--- src/rtl/sc_bin_win.sv ---
// Stochastic-to-binary converter: counts ones over a 2^k valid-bit window and scales to WIDTH bits.
// Optional warm-up skip of WARMUP valid bits is compiled in with macro SC_BIN_WIN_WARMUP_EN.
module sc_bin_win #(
  parameter int WIDTH  = 8,
  parameter int WARMUP = 16
) (
  input  logic             clk,
  input  logic             rst_n,
  input  logic             start,
  input  logic [3:0]       win_log2,
  input  logic             bit_in,
  input  logic             bit_vld,
  output logic [WIDTH-1:0] result,
  output logic             res_valid,
  input  logic             res_ready,
  output logic             busy
);

`ifdef SC_BIN_WIN_WARMUP_EN
  typedef enum logic [1:0] {IDLE = 2'd0, WARM = 2'd1, ACC = 2'd2, DONE = 2'd3} state_t;
  localparam int WCW     = (WARMUP > 1) ? $clog2(WARMUP) : 1;
  localparam bit WARM_ON = (WARMUP > 0);
`else
  typedef enum logic [1:0] {IDLE = 2'd0, ACC = 2'd2, DONE = 2'd3} state_t;
`endif

  localparam logic [WIDTH:0] ONE_C = {{WIDTH{1'b0}}, 1'b1};

  state_t           state_r;
  state_t           state_s;
  logic [3:0]       k_r;
  logic [3:0]       k_in_s;
  logic [WIDTH:0]   ones_r;
  logic [WIDTH:0]   cnt_r;
  logic [WIDTH:0]   win_len_s;
  logic [WIDTH:0]   ones_nxt_s;
  logic [WIDTH:0]   res_full_s;
  logic [31:0]      shamt_s;
  logic [WIDTH-1:0] res_s;
  logic             last_s;
  logic             hs_s;

`ifdef SC_BIN_WIN_WARMUP_EN
  logic [WCW-1:0]   warm_cnt_r;
  logic             warm_last_s;
`endif

  // Window bookkeeping and the scaled/saturated result for the bit being sampled now.
  always_comb begin
    if ({28'd0, win_log2} > 32'(WIDTH)) begin
      k_in_s = 4'(WIDTH);
    end else begin
      k_in_s = win_log2;
    end
    win_len_s  = ONE_C << k_r;
    last_s     = (cnt_r == (win_len_s - ONE_C));
    ones_nxt_s = ones_r + {{WIDTH{1'b0}}, bit_in};
    shamt_s    = 32'(WIDTH) - {28'd0, k_r};
    res_full_s = ones_nxt_s << shamt_s;
    if (ones_nxt_s == win_len_s) begin
      res_s = {WIDTH{1'b1}};
    end else begin
      res_s = res_full_s[WIDTH-1:0];
    end
    hs_s = res_valid & res_ready;
  end

`ifdef SC_BIN_WIN_WARMUP_EN
  // Warm-up terminal count.
  always_comb begin
    warm_last_s = (warm_cnt_r == WCW'(WARMUP - 1));
  end
`endif

  // Next-state logic.
  always_comb begin
    state_s = state_r;
    case (state_r)
      IDLE: begin
        if (start) begin
`ifdef SC_BIN_WIN_WARMUP_EN
          if (WARM_ON) begin
            state_s = WARM;
          end else begin
            state_s = ACC;
          end
`else
          state_s = ACC;
`endif
        end else begin
          state_s = IDLE;
        end
      end
`ifdef SC_BIN_WIN_WARMUP_EN
      WARM: begin
        if (bit_vld && warm_last_s) begin
          state_s = ACC;
        end else begin
          state_s = WARM;
        end
      end
`endif
      ACC: begin
        if (bit_vld && last_s) begin
          state_s = DONE;
        end else begin
          state_s = ACC;
        end
      end
      DONE: begin
        if (hs_s) begin
          state_s = IDLE;
        end else begin
          state_s = DONE;
        end
      end
      default: state_s = IDLE;
    endcase
  end

  // State register.
  always_ff @(posedge clk or negedge rst_n) begin
    if (!rst_n) begin
      state_r <= IDLE;
    end else begin
      state_r <= state_s;
    end
  end

  // Counters, window latch and registered outputs.
  always_ff @(posedge clk or negedge rst_n) begin
    if (!rst_n) begin
      k_r       <= 4'd0;
      ones_r    <= {(WIDTH+1){1'b0}};
      cnt_r     <= {(WIDTH+1){1'b0}};
      result    <= {WIDTH{1'b0}};
      res_valid <= 1'b0;
      busy      <= 1'b0;
    end else begin
      busy <= (state_s != IDLE);
      case (state_r)
        IDLE: begin
          if (start) begin
            k_r    <= k_in_s;
            ones_r <= {(WIDTH+1){1'b0}};
            cnt_r  <= {(WIDTH+1){1'b0}};
          end
        end
`ifdef SC_BIN_WIN_WARMUP_EN
        WARM: begin
          if (bit_vld && warm_last_s) begin
            cnt_r <= {(WIDTH+1){1'b0}};
          end
        end
`endif
        ACC: begin
          if (bit_vld) begin
            cnt_r  <= cnt_r + ONE_C;
            ones_r <= ones_nxt_s;
            if (last_s) begin
              result    <= res_s;
              res_valid <= 1'b1;
            end
          end
        end
        DONE: begin
          if (hs_s) begin
            res_valid <= 1'b0;
          end
        end
        default: begin
          res_valid <= 1'b0;
        end
      endcase
    end
  end

`ifdef SC_BIN_WIN_WARMUP_EN
  // Warm-up counter: discarded valid bits since start.
  always_ff @(posedge clk or negedge rst_n) begin
    if (!rst_n) begin
      warm_cnt_r <= {WCW{1'b0}};
    end else if (state_r == IDLE) begin
      warm_cnt_r <= {WCW{1'b0}};
    end else if ((state_r == WARM) && bit_vld) begin
      warm_cnt_r <= warm_cnt_r + {{(WCW-1){1'b0}}, 1'b1};
    end else begin
      warm_cnt_r <= warm_cnt_r;
    end
  end
`endif

endmodule

--- config.mk ---
export PLATFORM = sky130hd
export DESIGN_NAME = sc_bin_win
export DESIGN_NICKNAME = d
export VERILOG_FILES = /design/src/rtl/sc_bin_win.sv
export SDC_FILE = /design/constraint.sdc
export NUM_CORES = 1
export LEC_CHECK = 0
export BUFFER_PORTS_ARGS = -buffer_cell sky130_fd_sc_hd__buf_2
export CORE_MARGIN = 2
export CORE_UTILIZATION = 30
export DETAILED_ROUTE_END_ITERATION = 8
export PLACE_DENSITY = 0.46
export SYNTH_ARGS = -nofsm -noshare
export SYNTH_HDL_FRONTEND = slang
export SYNTH_SLANG_ARGS = --single-unit
--- constraint.sdc ---
create_clock -name clk -period 4.2 [get_ports clk]
set_input_delay 0.63 -clock clk [delete_from_list [all_inputs] [get_ports clk]]
set_output_delay 0.63 -clock clk [all_outputs]
set_load 0.03 [all_outputs]
## After elaboration in Yosys (flattened, before gate mapping)

Cells that the tools add are included.

| word-level totals | value |
|---|---|
| register bits | 34 |
| output and inout port bits | 10 |

| cells by class | value |
|---|---|
| $add $sub $neg | 4 |
| order comparisons | 1 |
| equal/unequal tests | 8 |
| shifts and indexed selects | 2 |
| mux-type cells | 15 |
| bitwise operators | 2 |
| reduce and logical (&&, ||, !) cells | 8 |

Operator list:

| cell | count |
|---|---|
| case mux 9 bit (2 select lines) | 2 |
| left shift 9 x 32 -> 8 bit | 1 |
| 2-to-1 mux 9 bit | 3 |
| equality test 9 bit | 2 |
| adder 9 x 1 -> 9 bit | 1 |
| adder 9 x 1 -> 9 bit (second input constant) | 1 |
| left shift 1 x 4 -> 9 bit (first input constant) | 1 |
| subtractor 9 x 1 -> 9 bit (second input constant) | 1 |
| 2-to-1 mux 8 bit | 1 |
| != test 2 bit (second input constant) | 4 |
| case mux 2 bit (3 select lines) | 1 |
| AND reduction 3 bit | 2 |
| subtractor 4 x 4 -> 5 bit (first input constant) | 1 |
| equality test 2 bit (second input constant) | 2 |
| greater-than comparator 4 bit (second input constant) | 1 |
| 2-to-1 mux 1 bit | 4 |
| 2-to-1 mux 2 bit | 2 |
| 2-to-1 mux 4 bit | 1 |
| AND reduction 4 bit | 1 |
| nonzero test 2 bit | 2 |
| case mux 1 bit (3 select lines) | 1 |
| logical NOT 2 bit | 1 |
| AND reduction 2 bit | 1 |
| AND 1 bit | 1 |
| 2 further kinds | 2 |

## Longest topological paths before layout

Gate-level depths: netlist (run 1).

| depth | value |
|---|---|
| depth in word-level cells | 7 |
| depth in mapped cells | 14 |

## Worst setup path before layout (run 1)

Ideal clock, no wire load.

| timing | value |
|---|---|
| path type | reg-to-reg |
| start point | reg k_r[0] |
| end point | reg result[0] |
| setup time | 0.135 ns |
| data arrival time | 2.922 ns |
| data required time | 4.065 ns |
| path slack | 1.143 ns |
| cell stages (with the launch flop) | 14 |
| path buffers | 3 |
| clock period less this slack | 3.057 ns |
| path through | dfrtp_1 -> clkbuf_1 -> inv_1 -> ha_1 -> ha_1 -> nand2b_1 -> ha_1 -> clkbuf_1 -> o21ai_0 -> or4b_4 -> nand4_4 -> and3_1 -> buf_6 -> a31oi_1 |

| between the ends | value |
|---|---|
| longest elaborated chain between the ends | 4 |
| elaborated cells on any way between the ends | 8 |
| classes of those cells | 2 x add/sub; 2 x eq/ne; 2 x shift; 1 x mux; 1 x reduce/logical |

RTL lines:

| item | line | text |
|---|---|---|
| start: declaration | 31 | `logic [3:0] k_r;` |
| start signal: assignment | 144 | `k_r <= k_in_s;` |
| left shift 1 x 4 -> 9 bit | 55 | `win_len_s = ONE_C << k_r;` |
| subtractor 9 x 1 -> 9 bit | 56 | `last_s = (cnt_r == (win_len_s - ONE_C));` |
| equality test 9 bit | 56 |  |
| AND reduction 3 bit (no source line) | n/a |  |
| end signal: assignment | 136 | `result <= {WIDTH{1'b0}};` |
| end signal: assignment | 161 | `result <= res_s;` |
| end: declaration | 13 | `output logic [WIDTH-1:0] result,` |

Several ways; a longest one is shown, not always the timed one.
A chain may end at the register's enable or synchronous reset.

## Final worst setup path (run 1)

| timing | value |
|---|---|
| start point | reg k_r[2] |
| end point | reg result[1] |

The elaborated chain is that of the path after synthesis.

==> flow_summary.ini, run 1 <==
[status]
outcome = complete, no violations

[synthesis]
yosys_warnings = 0
ys_types = 67
synth_area_per_cell_sq_um = 8.882
postSynth.asyncResetShare_pct = 100.0
syn_area_sq_mm = 0.002691
synth-main-ff-cell = dfrtp_1
syn_nets = 323
synth_edf_count = 0
ys_seq_area_share_pct = 31.61
syn_inst = 303
synth_seq_cells = 34

[cells_and_area]
antenna_cells = 0
stdcell_count = 424
area_delta_synth_final_pct = 9.205
layout.nets = 336
final_core_util_pct = 33.70
drive_above_1_share_pct = 14.24

[power]
p_total_w = 0.001446
power_frac_clock_pct = 16.1
power_density_mw_per_mm2 = 491.9
comb_power_share_pct = 49.1
sw_frac_of_total_pct = 44.66
seq_power_share_pct = 34.8
p_sw_w = 0.0006457
p_int_w = 0.0008002
vdd_drop_max_uv = 194.9
p_leak_nw = 1.234

[global_routing]
grt_use_total_pct = 15.87
grt-ovfl-total = 0
grt_pass1_wl_mm = 12.30
antenna_found_initial = 0
first_global_vias = 2295
grt_max_degree = 35

[worst_setup_path]
worst_path_most_repeated_cell = ha_1
cp.arrival_ps = 3690
critPathLaunchType = flip-flop
required_ps = 4340
crit_fanout = 16
cp_slowest_cell = dfrtp_1
max_stage_delay_ps = 710
crit_family = simple AND/OR/NAND/NOR gates
crit_chain = inv_1, ha_1, nand2b_1, ha_1, o21ai_0, or4b_4, nand4_4, and3_1, a31oi_1
crit_type = reg2reg
crit_buf_inv = 1
endpoint_kind = flip-flop

[sta]
setup_viol = 0
relSlewSlack_pct = 47.21
whs_ps = 426.7
min_period_ps = 3543
fin_tns_setup_ps = 0
hold_viol = 0
fmax_mhz = 282.2
worst_slew_pin_slew_ps = 791.9
slew_violations = 0
rsz0062_at_grt = false
skew_ps = 7.112
finalCritPeriodShare_pct = 84.37

[detailed_routing]
dr.pass1.iters = 4
vias_per_cell = 5.479
dr.first_iter.drc_count = 182
finalWirelength_mm = 7.186
wire_per_inst_um = 16.95
vias = 2323
drc = 0
ant_nets = 0

[clock_tree]
cts-root-buf = clkbuf_8
ctsHoldBuffers = 0
cts_buffers = 5
clock_path_buffers = 2
path_clk_slew_ps = 70
post_cts_resized = 0
clock-sinks = 34
worstSkewPairLatency_ps = 290
postCtsSetupRepairBufs = 0
cts.htree.levels = 2
cts_tree = yes

[die]
initial_core_util_pct = 30.86
core_area_sq_mm = 0.008721
die_h_um = 98.72
num_rows = 34
die_w_um = 98.72
pin_count = 20
dieArea_sq_mm = 0.009745

[hold_path]
min_path_type = in2async

[job]
cap_violations = 0

[placement]
io_buffers = 19
dpl.hpwl_mm = 5.361
place_inst = 417
gp_congestion = 0.7800
area by class of cell:
class	instances	area (sq um)
sequential	34	850.8
inverter	10	37.54
clock buffer	7	76.32
multi-input combinational	243	1722
fill	926	5782
tap	108	135.1
timing repair buffer	22	117.6
cell usage after synthesis, types with 2 or more instances:
master     number  share of area (%)
dfrtp_1        34                 32
nand2_1        28                3.9
a31oi_1        20                4.6
o21ai_0        20                3.7
xor2_1         16                5.2
nor2_1         15                2.1
nand3_1        13                2.4
xnor2_1        11                3.6
clkbuf_1       10                1.4
ha_1           10                4.6
inv_1          10                1.4
a21oi_1         9                1.7
and3_1          7                1.6
nand4_1         6                1.4
mux2i_1         5                1.9
nand3b_1        5                1.4
o2111ai_1       5                1.6
a22o_1          4                1.3
nand2b_1        4               0.93
nor3_1          4               0.74
a31o_2          3               0.98
a32oi_1         3               0.98
and4_1          3               0.98
nand4b_1        3               0.98
nor2b_1         3               0.70
o21ai_1         3               0.56
a21boi_1        2               0.56
and2_1          2               0.46
buf_2           2               0.37
buf_6           2               0.84
nand3b_2        2               0.84
nor3b_1         2               0.56
o31ai_1         2               0.56
or2_2           2               0.46
per-stage QoR:
stage,setup WS [ps],cell area [sq um]
2_1_floorplan,1143,2691
3_3_place_gp,738.6,2863
3_5_place_dp,649.4,2863
4_1_cts,648.6,2939
5_1_grt,273.5,2939
6_report,656.6,2939
worst reg2reg max path: stages, from the launching register on:
cell and delay, ps:
dfrtp_1 710, inv_1 240, ha_1 410, nand2b_1 170, ha_1 360, o21ai_0 210, or4b_4 560, nand4_4 160
and3_1 440, a31oi_1 140
sequential cells by signal, summed over array words and instances (netlist names):
| register | flops |
|---|---|
| busy | 1 |
| cnt_r | 9 |
| state_r | 2 |
| result | 8 |
| k_r | 4 |
| res_valid | 1 |
| ones_r | 9 |
cell families (layout without fill, tap and decap cells):
logic type,Yosys count,in the layout,share of synthesized area [%]
AND/OR/NAND/NOR,107,107,22.50
AO/OA/AOI/OAI,89,89,23.11
flip-flops,34,34,31.61
XOR/XNOR,29,29,10.23
buffers and inverters,26,39,4.417
adder cells (fa/ha/maj),11,11,5.021
multiplexers,7,7,3.115
layout by cell type (no fill, tap or decap), types with 4 or more instances in the layout:
| cell | Yosys | layout |
|---|---|---|
| a21oi_1 | 9 | 9 |
| nor2_1 | 15 | 15 |
| clkbuf_8 | 0 | 5 |
| xor2_1 | 16 | 16 |
| and3_1 | 7 | 7 |
| nand3_1 | 13 | 13 |
| o2111ai_1 | 5 | 5 |
| inv_1 | 10 | 10 |
| nand2b_1 | 4 | 4 |
| o21ai_0 | 20 | 20 |
| dfrtp_1 | 34 | 34 |
| xnor2_1 | 11 | 11 |
| a31oi_1 | 20 | 20 |
| mux2i_1 | 5 | 5 |
| nand2_1 | 28 | 28 |
| ha_1 | 10 | 10 |
| buf_2 | 2 | 19 |
| a22o_1 | 4 | 4 |
| nand4_1 | 6 | 6 |
| nor3_1 | 4 | 4 |
| nand3b_1 | 5 | 5 |
worst paths after layout:
check | from | endpoint | slack (ps) | cells after the start
hold reg to reg | ones_r[0]$_DFFE_PN0P_ | ones_r[0]$_DFFE_PN0P_ | 510 | 1
hold / removal | rst_n | k_r[1]$_DFFE_PN0P_ | 430 | 1
min in group clk | ones_r[0]$_DFFE_PN0P_ | ones_r[0]$_DFFE_PN0P_ | 510 | 1
setup / recovery | k_r[2]$_DFFE_PN0P_ | result[1]$_DFFE_PN0P_ | 660 | 9
max in group asynchronous | rst_n | result[5]$_DFFE_PN0P_ | 3270 | 1
setup reg to reg | k_r[2]$_DFFE_PN0P_ | result[1]$_DFFE_PN0P_ | 660 | 9
routing by layer:
layer  global-route usage, %  up-vias  routed length (um)
li1                        -     1157                   -
met1                   23.11     1116                3550
met2                   24.54       41                3280
met3                   2.128        9                 253
met4                   4.847        0                 102
met5                       0        -                   0
power by group through the flow:
stage / Clock (W) / Combinational (W) / Sequential [W]
2_1_floorplan: 0 / 0.000508 / 0.000526
6_report: 0.000232 / 0.000711 / 0.000503
4_1_cts: 0.000245 / 0.000713 / 0.000505
3_5_place_dp: 0 / 0.000709 / 0.000511
5_1_grt: 0.000254 / 0.000796 / 0.000522
3_3_place_gp: 0 / 0.000709 / 0.000510
Note: power is estimated with default switching activity, not from simulation.
==> run 2, diff against run 1 <==
--- a/config.mk
+++ b/config.mk
@@ -5,6 +5,7 @@
 export SDC_FILE = /design/constraint.sdc
 export NUM_CORES = 1
 export LEC_CHECK = 0
+export ABC_AREA = 1
 export BUFFER_PORTS_ARGS = -buffer_cell sky130_fd_sc_hd__buf_2
 export CORE_MARGIN = 2
 export CORE_UTILIZATION = 30
==> constraint.sdc (replaced) <==
create_clock -name clk -period 3.7 [get_ports clk]
set_input_delay 0.555 -clock clk [delete_from_list [all_inputs] [get_ports clk]]
set_output_delay 0.555 -clock clk [all_outputs]
set_load 0.03 [all_outputs]
==> flow_summary.ini, run 2 <==
[synthesis]
yosys.area.top_type = dfrtp_1
syn_inst = 404
syn_area_sq_mm = 0.002591
postSynth.asyncResetShare_pct = 100.0
netlist_top_cells_count = nand2_1 (141), nand3_1 (65), inv_1 (48)
yosys_warnings = 0
ys_types = 28
synth_top_area_share_pct = 32.83
synth_most_common_cell = nand2_1
synth_area_per_cell_sq_um = 6.414
synth-main-ff-cell = dfrtp_1
synth_area_leaders = dfrtp_1 (33%), nand2_1 (20%), nand3_1 (13%)
synth_edf_count = 0
syn_nets = 424
synth_seq_cells = 34
ys_seq_area_share_pct = 32.83

[detailed_routing]
finalWirelength_mm = 7.592
vias_per_cell = 4.910
drc = 0
vias = 2612
wire_per_inst_um = 14.27
dr.first_iter.drc_count = 187
dr.pass1.iters = 4
ant_nets = 0

[worst_setup_path]
crit_buf_inv = 3
crit_family = simple AND/OR/NAND/NOR gates
crit_fanout = 10
cp_slowest_cell = dfrtp_1
worst_path_most_repeated_cell = nand2_1
endpoint_kind = flip-flop
rrSetupSlack_ps = 740
required_ps = 3880
critPathLaunchType = flip-flop
crit_chain = clkinv_1, ha_1, ha_1, nand2_2, ha_1, nand2_1, inv_1, nand2_1, nand2_1, nand2_1, inv_1, nand2_1, nor2_2, nand3_2, nand2_1, nand2_1
crit_type = reg2reg
cp.arrival_ps = 3140
max_stage_delay_ps = 530

[die]
die_w_um = 96.94
num_rows = 33
dieArea_sq_mm = 0.009396
initial_core_util_pct = 31.22
pin_count = 20
core_area_sq_mm = 0.008299
die_h_um = 96.94

[clock_tree]
path_clk_slew_ps = 80
worstSkewPairLatency_ps = 290
clock-sinks = 34
cts_buffers = 5
cts_tree = yes
cts.htree.levels = 2
clock_path_buffers = 2
cts-root-buf = clkbuf_8
post_cts_resized = 0
postCtsSetupRepairBufs = 0
ctsHoldBuffers = 0

[sta]
relSlewSlack_pct = 45.33
slew_violations = 0
hold_viol = 0
setup_viol = 0
finalCritPeriodShare_pct = 80.11
fmax_mhz = 337.4
min_period_ps = 2964
worst_slew_pin_slew_ps = 820.0
fin_tns_setup_ps = 0
rsz0062_at_grt = false
fin_ws_ps = 736.1
skew_ps = 6.309

[status]
outcome = complete, no violations

[placement]
dpl.hpwl_mm = 6.010
dpl_worst_slack_ps = 770.3
io_buffers = 19
gp_congestion = 0.9157

[global_routing]
antenna_found_initial = 0
grt_use_total_pct = 16.87
grt-ovfl-total = 0
first_global_vias = 2570
grt_pass1_wl_mm = 12.99
grt_max_degree = 35

[cells_and_area]
antenna_cells = 0
final_cell_mix = nand2_1 (141), nand3_1 (65), inv_1 (48), dfrtp_1 (34), nor2_1 (31)
final_common_cell = nand2_1
layout.nets = 446
drive_above_1_share_pct = 9.602
area_delta_synth_final_pct = 11.49
largestRegisters = cnt_r (9), ones_r (9), result (8)

[power]
vdd_drop_max_uv = 182.0
p_total_w = 0.001502
power_density_mw_per_mm2 = 520.0
p_leak_nw = 1.554

[job]
cap_violations = 0

[hold_path]
min_path_type = in2async
## run 2: changes by cell type in the layout (fill, tap and decap cells not counted), sizes merged, moves of 5 or more
cell / previous run / this run
xor2: 16 / 7
mux2i: 5 / 0
and3: 7 / 0
a21oi: 9 / 15
nand3b: 7 / 1
nand2: 28 / 143
a31oi: 20 / 0
xnor2: 12 / 0
o2111ai: 5 / 0
nor2: 16 / 35
nand3: 13 / 66
inv: 10 / 51
## run 2: worst paths after layout
path                                       start               endpoint  cells after the start
min in group clk           result[1]$_DFFE_PN0P_  result[1]$_DFFE_PN0P_                      2
max in group asynchronous                  rst_n         busy$_DFF_PN0_                      1
setup reg to reg              k_r[0]$_DFFE_PN0P_  result[4]$_DFFE_PN0P_                     16
hold / removal                             rst_n  ones_r[8]$_DFFE_PN0P_                      1
hold reg to reg            result[1]$_DFFE_PN0P_  result[1]$_DFFE_PN0P_                      2
setup / recovery              k_r[0]$_DFFE_PN0P_  result[4]$_DFFE_PN0P_                     16
## run 2: final cells by class
cell class | count | area (sq um)
fillers | 921 | 5410
multi-input cells | 313 | 1515
flip-flops and latches | 34 | 850.8
inverters | 53 | 201.4
well taps | 105 | 131.4
repair buffers | 19 | 95.09
clock buffers | 6 | 82.58
clock inverters | 2 | 12.51
## run 2: cells by family after synthesis
kind of cell / after synthesis / share of synthesized area, %
adder cells (fa/ha/maj): 10 / 4.829
flip-flops: 34 / 32.83
AND/OR/NAND/NOR: 255 / 42.20
XOR/XNOR: 7 / 2.656
AO/OA/AOI/OAI: 41 / 8.788
buffers and inverters: 57 / 8.692
## run 2: power breakdown
part / leakage [nW] / internal [W] / switching, W / total [W]
sequential: 0.420 / 0.000458 / 0.0000997 / 0.000558
combinational: 1.09 / 0.000205 / 0.000431 / 0.000635
clock: 0.0472 / 0.000150 / 0.000159 / 0.000309
total: 1.55 / 0.000813 / 0.000689 / 0.00150
## run 2: through the flow
step | cell area, sq um | std cells | hold WS (ps) | utilization [%]
floorplan | 2591 | 404 | 259.4 | -
global placement | 2794 | 524 | 462.2 | 33.67
detailed placement | 2794 | 524 | 461.5 | 33.67
CTS | 2889 | 532 | 380.6 | 34.81
global route | 2889 | 532 | 425.9 | 34.81
finish | 2889 | 532 | 351.6 | 34.81
## run 2: metal layers
layer	share of wire, %	track usage [%]	vias up
li1	-	-	1354
met1	50	24.30	1200
met2	44	26.44	50
met3	5.0	2.529	8
met4	1.3	4.334	0
met5	0	0	-
